<file path="src/rtl/csr_arbiter.sv">
// -----------------------------------------------------------------------------
// csr_arbiter
//
// Two-master arbiter for a shared 5-bit-address / 8-bit-data CSR bus.
// Each transaction takes three cycles: IDLE (arbitrate and latch the winner's
// request), ADDR (address, write data and write strobe on the bus) and DATA
// (slave read data returned, owner acked). Ties go round-robin. A master may
// hold the bus across back-to-back transactions with its lock input. A lock
// that blocks a waiting master for LOCK_TIMEOUT idle cycles is revoked.
//
// Ports
//   clk, rst                  clock, synchronous active-high reset
//   mX_req                    transaction request, held until mX_ack
//   mX_a, mX_we, mX_wd        address, write enable, write data
//   mX_lock                   keep the grant for the next transaction
//   mX_gnt                    master owns the bus (or holds it via lock)
//   mX_ack                    one-cycle completion pulse (DATA cycle)
//   mX_rd                     read data, valid with mX_ack, held until next ack
//   bus_a, bus_we, bus_wd     shared CSR bus towards the slaves
//   bus_rd                    OR-combined slave read data, one cycle after bus_a
//   lock_timeout              one-cycle pulse when a lock is forcibly revoked
// -----------------------------------------------------------------------------
module csr_arbiter #(
    parameter logic [7:0] LOCK_TIMEOUT = 8'd255
) (
    input  logic       clk,
    input  logic       rst,

    input  logic       m0_req,
    input  logic [4:0] m0_a,
    input  logic       m0_we,
    input  logic [7:0] m0_wd,
    input  logic       m0_lock,
    output logic       m0_gnt,
    output logic       m0_ack,
    output logic [7:0] m0_rd,

    input  logic       m1_req,
    input  logic [4:0] m1_a,
    input  logic       m1_we,
    input  logic [7:0] m1_wd,
    input  logic       m1_lock,
    output logic       m1_gnt,
    output logic       m1_ack,
    output logic [7:0] m1_rd,

    output logic [4:0] bus_a,
    output logic       bus_we,
    output logic [7:0] bus_wd,
    input  logic [7:0] bus_rd,

    output logic       lock_timeout
);

    typedef enum logic [1:0] {
        IDLE = 2'd0,
        ADDR = 2'd1,
        DATA = 2'd2
    } state_t;

    state_t     state;
    logic       owner;        // master of the transaction in flight (0 = m0)
    logic       last_served;  // master that won the most recent arbitration
    logic       locked;       // a lock is held by lock_owner
    logic       lock_owner;
    logic [7:0] to_cnt;       // idle cycles the lock has blocked the other master
    logic [7:0] rd0_q;
    logic [7:0] rd1_q;

    // Arbitration terms, evaluated every cycle but only acted on in IDLE.
    logic       lk_req;
    logic       lk_lock;
    logic       oth_req;
    logic       lock_hold;
    logic       to_qual;
    logic [8:0] to_next;
    logic       to_hit;
    logic       elig0;
    logic       elig1;
    logic       any_grant;
    logic       winner;
    logic       own_lock;

    always_comb begin
        lk_req    = lock_owner ? m1_req  : m0_req;
        oth_req   = lock_owner ? m0_req  : m1_req;
        lk_lock   = lock_owner ? m1_lock : m0_lock;
        // A lock only stays in force while its owner keeps lock asserted;
        // once it drops, both masters compete again in the same IDLE cycle.
        lock_hold = locked & lk_lock;
        to_qual   = lock_hold & ~lk_req & oth_req;
        to_next   = {1'b0, to_cnt} + 9'd1;
        to_hit    = to_qual & (to_next >= {1'b0, LOCK_TIMEOUT});
        // While locked only the owner is eligible. On a timeout the owner is
        // not requesting, so nobody is granted and the other master wins the
        // following IDLE cycle.
        elig0     = m0_req & (~lock_hold | ~lock_owner);
        elig1     = m1_req & (~lock_hold |  lock_owner);
        any_grant = elig0 | elig1;
        winner    = (elig0 & elig1) ? ~last_served : elig1;
        own_lock  = owner ? m1_lock : m0_lock;
    end

    // Read data is presented straight from the bus during the ack cycle and
    // from the capture register afterwards, so it is valid together with ack.
    assign m0_rd = m0_ack ? bus_rd : rd0_q;
    assign m1_rd = m1_ack ? bus_rd : rd1_q;

    always_ff @(posedge clk) begin
        if (rst) begin
            state        <= IDLE;
            owner        <= 1'b0;
            last_served  <= 1'b1;
            locked       <= 1'b0;
            lock_owner   <= 1'b0;
            to_cnt       <= 8'd0;
            rd0_q        <= 8'd0;
            rd1_q        <= 8'd0;
            m0_gnt       <= 1'b0;
            m1_gnt       <= 1'b0;
            m0_ack       <= 1'b0;
            m1_ack       <= 1'b0;
            bus_a        <= 5'd0;
            bus_we       <= 1'b0;
            bus_wd       <= 8'd0;
            lock_timeout <= 1'b0;
        end else begin
            m0_ack       <= 1'b0;
            m1_ack       <= 1'b0;
            lock_timeout <= 1'b0;

            case (state)
                IDLE: begin
                    if (any_grant) begin
                        state       <= ADDR;
                        owner       <= winner;
                        last_served <= winner;
                        m0_gnt      <= ~winner;
                        m1_gnt      <= winner;
                        bus_a       <= winner ? m1_a  : m0_a;
                        bus_we      <= winner ? m1_we : m0_we;
                        bus_wd      <= winner ? m1_wd : m0_wd;
                        // A held lock survives until DATA re-evaluates it.
                        locked      <= lock_hold;
                        to_cnt      <= 8'd0;
                    end else begin
                        bus_a  <= 5'd0;
                        bus_we <= 1'b0;
                        bus_wd <= 8'd0;
                        if (lock_hold && to_hit) begin
                            locked       <= 1'b0;
                            lock_timeout <= 1'b1;
                            to_cnt       <= 8'd0;
                            m0_gnt       <= 1'b0;
                            m1_gnt       <= 1'b0;
                        end else if (lock_hold) begin
                            if (to_qual) begin
                                to_cnt <= to_next[7:0];
                            end
                            m0_gnt <= ~lock_owner;
                            m1_gnt <= lock_owner;
                        end else begin
                            locked <= 1'b0;
                            to_cnt <= 8'd0;
                            m0_gnt <= 1'b0;
                            m1_gnt <= 1'b0;
                        end
                    end
                end

                ADDR: begin
                    state  <= DATA;
                    bus_we <= 1'b0;
                    m0_ack <= ~owner;
                    m1_ack <= owner;
                end

                DATA: begin
                    state <= IDLE;
                    if (owner) begin
                        rd1_q <= bus_rd;
                    end else begin
                        rd0_q <= bus_rd;
                    end
                    locked     <= own_lock;
                    lock_owner <= owner;
                    to_cnt     <= 8'd0;
                    // A locking owner keeps its grant through the idle gap.
                    m0_gnt     <= ~owner & own_lock;
                    m1_gnt     <= owner & own_lock;
                    bus_a      <= 5'd0;
                    bus_we     <= 1'b0;
                    bus_wd     <= 8'd0;
                end

                default: begin
                    state <= IDLE;
                end
            endcase
        end
    end

endmodule

</file>
<file path="config.mk">
export PLATFORM = sky130hd
export DESIGN_NAME = csr_arbiter
export DESIGN_NICKNAME = d
export VERILOG_FILES = /design/src/rtl/csr_arbiter.sv
export SDC_FILE = /design/constraint.sdc
export NUM_CORES = 1
export LEC_CHECK = 0
export CAP_MARGIN = 20
export CORE_MARGIN = 2
export CORE_UTILIZATION = 45
export CTS_CLUSTER_DIAMETER = 100
export CTS_CLUSTER_SIZE = 12
export DETAILED_ROUTE_END_ITERATION = 10
export PLACE_DENSITY = 0.85
export SYNTH_ARGS = -nofsm -noshare
export SYNTH_HDL_FRONTEND = slang
export SYNTH_SLANG_ARGS = --single-unit
</file>
<file path="constraint.sdc">
create_clock -name clk -period 3.9 [get_ports clk]
set_clock_uncertainty 0.15 [all_clocks]
set_input_delay 0.78 -clock clk [delete_from_list [all_inputs] [get_ports clk]]
set_output_delay 0.78 -clock clk [all_outputs]
set_load 0.02 [all_outputs]
</file>
# [After elaboration in Yosys (flattened, before gate mapping)]
# Index checks and enable logic that the tools add are counted.
# W data, S select, Z words.
[word_totals] ff_bits=49 latchBits=0 mem_bits_rw=0 rom_bits=0 in_bits=42 word_cells=91 memories=0
[classes] n_addsub=1 multipliers=0 div_mod_pow=0 order_cmp=1 n_eq_ne=5 n_shift=0 mux=36 n_bitwise=20 reduce_logical=12
[ops] cell="$mux W8" count=8
[ops] cell="$pmux W8 S2" count=2
[ops] cell="$mux W1" count=17
[ops] cell="$mux W5" count=2
[ops] cell="$pmux W5 S2" count=1
[ops] cell="$reduce_and A2 Y1" count=5
[ops] cell="$add A8 B1 Y9 const B" count=1
[ops] cell="$and A1 B1 Y1" count=9
[ops] cell="$ge A9 B8 Y1 const B" count=1
[ops] cell="$not A1 Y1" count=8
[ops] cell="$pmux W1 S2" count=4
[ops] cell="$ne A5 B5 Y1 const B" count=1
[ops] cell="$ne A4 B4 Y1 const B" count=1
[ops] cell="$pmux W2 S2" count=1
[ops] cell="$reduce_bool A2 Y1" count=2
[ops] cell="$reduce_or A2 Y1" count=2
[ops] cell="$or A1 B1 Y1" count=3
[ops] cell="$reduce_or A3 Y1" count=1
[ops] cell="$eq A2 B1 Y1 const B" count=1
[ops] cell="$eq A2 B2 Y1 const B" count=1
[ops] cell="$logic_not A2 Y1" count=1
[ops] cell="$mux W2" count=1
[ops] cell="$ne A2 B2 Y1 const B" count=1
[ops] cell="$logic_and A1 B1 Y1" count=1

# [Depth between registers and ports, before layout]
[depth] depth_word=10 ltp_mapped=8 ltp_nobuf=8

# [Worst setup path after synthesis]
# Ideal clock, no wire load.
[synth_path] kind="input to register" start="input port m1_req" end="register to_cnt[5]" setup_ps=120 t_arrival_ps=2035 path_slack_ps=1596 path_stages=6 path_buffers=0 cell_sequence="and3b_1 -> o21a_1 -> or2_4 -> a31oi_2 -> nor2_1 -> a211o_1"
[synth_via] elab_chain_cells=9
[synth_lines] item="start, declared" line_no="38" source="input logic m1_req,"
[synth_lines] item="$mux W1" line_no="85" source="lk_req = lock_owner ? m1_req : m0_req;"
[synth_lines] item="$not A1 Y1" line_no="91" source="to_qual = lock_hold & ~lk_req & oth_req;"
[synth_lines] item="$and A1 B1 Y1 (2 in series)" line_no="91"
[synth_lines] item="$and A1 B1 Y1" line_no="93" source="to_hit = to_qual & (to_next >= {1'b0, LOCK_TIMEOUT});"
[synth_lines] item="$logic_and A1 B1 Y1" line_no="150" source="if (lock_hold && to_hit) begin"
[synth_lines] item="$mux W8" line_no="150"
[synth_lines] item="$mux W8" line_no="134" source="if (any_grant) begin"
[synth_lines] item="$pmux W8 S2" line_no="132" source="case (state)"
[synth_lines] item="end signal, assigned" line_no="158" source="to_cnt <= to_next[7:0];"
[synth_lines] item="end, declared" line_no="66" source="logic [7:0] to_cnt;"
# Several ways; a longest one is shown, not always the timed one.
# A chain may end at the register's enable or synchronous reset.

# [Final worst setup path]
[layout_path] start="input port bus_rd[6]" end="output port m0_rd[6]"
[layout_via] elab_chain_cells=1
[layout_lines] item="start, declared" line_no="50" source="input logic [7:0] bus_rd,"
[layout_lines] item="$mux W8" line_no="106" source="assign m0_rd = m0_ack ? bus_rd : rd0_q;"
[layout_lines] item="end, declared" line_no="36" source="output logic [7:0] m0_rd,"
# Every way passes these cells.

==> qor.log <==
INFO  status         status=complete, no violations
INFO  die            num_io_pins=77
INFO  logic_synthesis syn_avg_cell_area=8.796µm²
INFO  setup_path     required_worst_endpoint=2.97ns
INFO  logic_synthesis synth-seq-area-share=37.67%
INFO  clock_tree     clkSinkCount=49
INFO  logic_synthesis synthArstFlopShare=0%
INFO  setup_path     worst_stage_delay_on_the_critical_path=0.59ns
INFO  pwr            leakagePower=1.366nW
INFO  finish         n_antenna_cell=0
INFO  global_routing grt_pass1_wl=11100µm
INFO  job            maxCapViolCount=0
INFO  setup_path     critical_path_class=in2out
INFO  die            placeableCoreArea=5540µm²
INFO  finish         nets=409
INFO  min_path       hold_class=reg2reg
INFO  setup_path     start_kind=input pin
INFO  sta            finalSetupViolations=0
INFO  logic_synthesis post_synth_instance_area=2604µm²
INFO  sta            max_slew_margin=51.06%
INFO  finish         post_route_cells_drive_above_1_share=10.80%
INFO  clock_tree     post_cts_resized=0
INFO  clock_tree     cts_root_buf=sky130_fd_sc_hd__clkbuf_8
INFO  logic_synthesis synth-seq-cells=49
INFO  logic_synthesis synth_enable_flop_cells=0
INFO  clock_tree     clkTransAtPathRegs=0.10ns
INFO  routing        route.detailed.drc=0
INFO  logic_synthesis ys_warn_count=0
INFO  global_routing total_congestion_overflow=0
INFO  routing        drtAntennaViolNets=0
INFO  setup_path     critical_path_arrival=2.13ns
INFO  logic_synthesis ys.flop_type=sky130_fd_sc_hd__dfxtp_1
INFO  logic_synthesis mappedNetlistNets=345
INFO  logic_synthesis yosys-top-cells-area=sky130_fd_sc_hd__dfxtp_1, sky130_fd_sc_hd__mux2_2, sky130_fd_sc_hd__nor2_1, sky130_fd_sc_hd__mux2i_1, sky130_fd_sc_hd__a211oi_1
INFO  setup_path     worstPathCellList=clkdlybuf4s50_1 > mux2_2 > clkdlybuf4s50_1
INFO  sta            fin_crit_sh=78.42%
INFO  placement      place_hpwl=4733µm
INFO  sta            final.min_clock_period=3.058ns
INFO  finish         utilization_after_layout=63.51%
INFO  die            fp.dieArea=6410µm²
INFO  pwr            vdd_drop_max=0.3459mV
INFO  setup_path     worstSetupEndpointType=primary output
INFO  routing        postRouteWirelength=6642µm
INFO  logic_synthesis post-synth-top-area-fraction=37.67%
INFO  die            die-width=80.07µm
INFO  clock_tree     hold_buffers=0
INFO  routing        avgViaCountPerCell=5.605
INFO  global_routing gr-usage-all-layers=21.74%
INFO  routing        detailedRoute.firstPassIterationCount=4
INFO  setup_path     worstPathMaxFanout=4
INFO  setup_path     critPathMostFrequentCell=sky130_fd_sc_hd__clkdlybuf4s50_1
INFO  die            placement_rows=27
INFO  routing        vias=2427
INFO  logic_synthesis netlist-cell-type-count=56
INFO  sta            grt_setup_unrepaired=false
INFO  global_routing grt_start_max_net_pins=38
INFO  global_routing grt_antenna_before_repair=0
INFO  sta            worst_slew_pin_slew=0.7340ns
INFO  clock_tree     max-clock-path-buffers=2
INFO  die            initial_core_util=47.00%
INFO  routing        post_drt_wl_per_cell=15.34µm
INFO  finish         seqCellArea=980.9µm²
INFO  sta            fin_setup_tns=0ns
INFO  routing        drt_iter0_markers=84
INFO  finish         synthToLayoutAreaGrowth=35.13%
INFO  clock_tree     htreeDepth=2
INFO  logic_synthesis synth_largest_area_cell=sky130_fd_sc_hd__dfxtp_1
INFO  pwr            power_density=385.0nW/µm²
INFO  global_routing vias_in_the_first_global_route=2341
INFO  clock_tree     cts_buffers=5
INFO  placement      place_congestion=0.8275
INFO  die            die-height=80.07µm
INFO  clock_tree     clock_latency=0.31ns
INFO  finish         n_fill_cell=457
INFO  sta            hold_viol=0
INFO  sta            maxClockFrequency=327.0MHz
INFO  setup_path     worst_path_max_delay_cell=sky130_fd_sc_hd__clkdlybuf4s50_1
INFO  logic_synthesis count_of_mapped_cells_out_of_synthesis=296
INFO  sta            final-max-slew-violation-count=0
INFO  placement      numPortBuffers=76
INFO  clock_tree     cts_tree=yes
INFO  finish         multi_input_comb_area=1489µm²
INFO  clock_tree     post-cts-setup-buffers=0
cells in the final DEF, fill, tap and decap left out, types with 3 or more instances in the layout:
master / count
sky130_fd_sc_hd__clkdlybuf4s50_1: 76
sky130_fd_sc_hd__clkbuf_8: 5
sky130_fd_sc_hd__nand2b_1: 5
sky130_fd_sc_hd__nor3b_1: 4
sky130_fd_sc_hd__buf_4: 3
sky130_fd_sc_hd__o21ai_0: 5
sky130_fd_sc_hd__a22oi_1: 12
sky130_fd_sc_hd__mux2_2: 17
sky130_fd_sc_hd__inv_1: 10
sky130_fd_sc_hd__nor2b_1: 3
sky130_fd_sc_hd__ha_1: 7
sky130_fd_sc_hd__nand3_1: 14
sky130_fd_sc_hd__nand2_1: 22
sky130_fd_sc_hd__nor3_1: 8
sky130_fd_sc_hd__dfxtp_1: 49
sky130_fd_sc_hd__mux2i_1: 11
sky130_fd_sc_hd__nor2_1: 30
sky130_fd_sc_hd__a21oi_1: 17
sky130_fd_sc_hd__a211oi_1: 13
sky130_fd_sc_hd__o211a_1: 3
sky130_fd_sc_hd__a211o_1: 3
critical path: cells and delay by family:
family	cells	cell delay (ns)
buffers and inverters	2	1.16
multiplexers	1	0.19
registers in the layout, summed over array words and instances, names as in the netlist, 2 cells and up:
name	cells
rd1_q	8
bus_a	5
bus_wd	8
state	2
to_cnt	8
rd0_q	8
per-layer routing:
metal  share of wire, %  global-route usage, %  wire, µm
met1                 42                  26.38      2767
met2                 51                  37.25      3420
met3                5.8                  5.618       383
met4                1.1                  7.288        71
met5                  0                      0         0
logic make-up (layout without fill, tap and decap cells):
logic type / Yosys count / count (layout) / synth area share [%]
AND/OR/NAND/NOR: 105 / 105 / 20.95
AO/OA/AOI/OAI: 74 / 74 / 20.95
flip-flops: 49 / 49 / 37.67
buffers and inverters: 32 / 97 / 5.142
multiplexers: 28 / 28 / 11.58
adder cells (fa/ha/maj): 7 / 7 / 3.364
XOR/XNOR: 1 / 1 / 0.3364
path summary, 6_finish.rpt:
path                            slack, ns                    end              startpoint  cells after the start
worst max-delay path                 0.84               m0_rd[6]               bus_rd[6]                      3
worst min-delay path                 0.32  rd1_q[3]$_SDFFE_PP0P_   rd1_q[3]$_SDFFE_PP0P_                      2
worst max register to register       1.46    locked$_SDFFE_PP0P_  to_cnt[0]$_SDFFE_PP0P_                      7
worst min register to register       0.32  rd1_q[3]$_SDFFE_PP0P_   rd1_q[3]$_SDFFE_PP0P_                      2
synthesized netlist by cell type (all sizes together), types with 2 or more instances:
library cell	number
nand2	22
nor3	8
a21oi	17
and2	2
clkbuf	16
nand3	14
o22ai	2
nor2	30
and3	3
mux2i	11
mux2	17
o211ai	2
a211o	3
a31oi	2
inv	10
nor3b	5
a21o	2
nand2b	5
o21a	2
dfxtp	49
nand4	2
nor2b	3
a22oi	12
or4	2
or2	2
o211a	3
a211oi	13
o21ai	7
ha	7
buf	6
stage by stage:
step	cells	total power, mW	instance area (µm²)	setup WS (ns)	hold WS [ns]
2_1_floorplan	296	0.7680	2604	1.596	0.2838
3_3_place_gp	425	0.9123	3381	0.8586	0.2892
3_5_place_dp	425	0.9194	3381	0.8402	0.3015
4_1_cts	433	1.361	3518	0.8649	0.3139
5_1_grt	433	1.413	3518	0.8305	0.3414
6_report	433	1.355	3518	0.8416	0.3158
layout make-up:
type,instances,area share (%)
Clock buffer,5,1.956
Clock inverter,3,1.956
Inverter,10,1.067
Multi-Input combinational cell,215,42.32
Sequential cell,49,27.88
Tap cell,72,2.560
Timing Repair Buffer,79,22.26
report_power, final:
group | switching, mW | leakage (nW) | internal, mW | total, mW
logic | 0.172 | 0.897 | 0.166 | 0.338
clock network | 0.186 | 0.0687 | 0.258 | 0.444
registers | 0.0336 | 0.400 | 0.539 | 0.572
total | 0.392 | 1.37 | 0.963 | 1.35
Note: power is estimated with default switching activity, not from simulation.
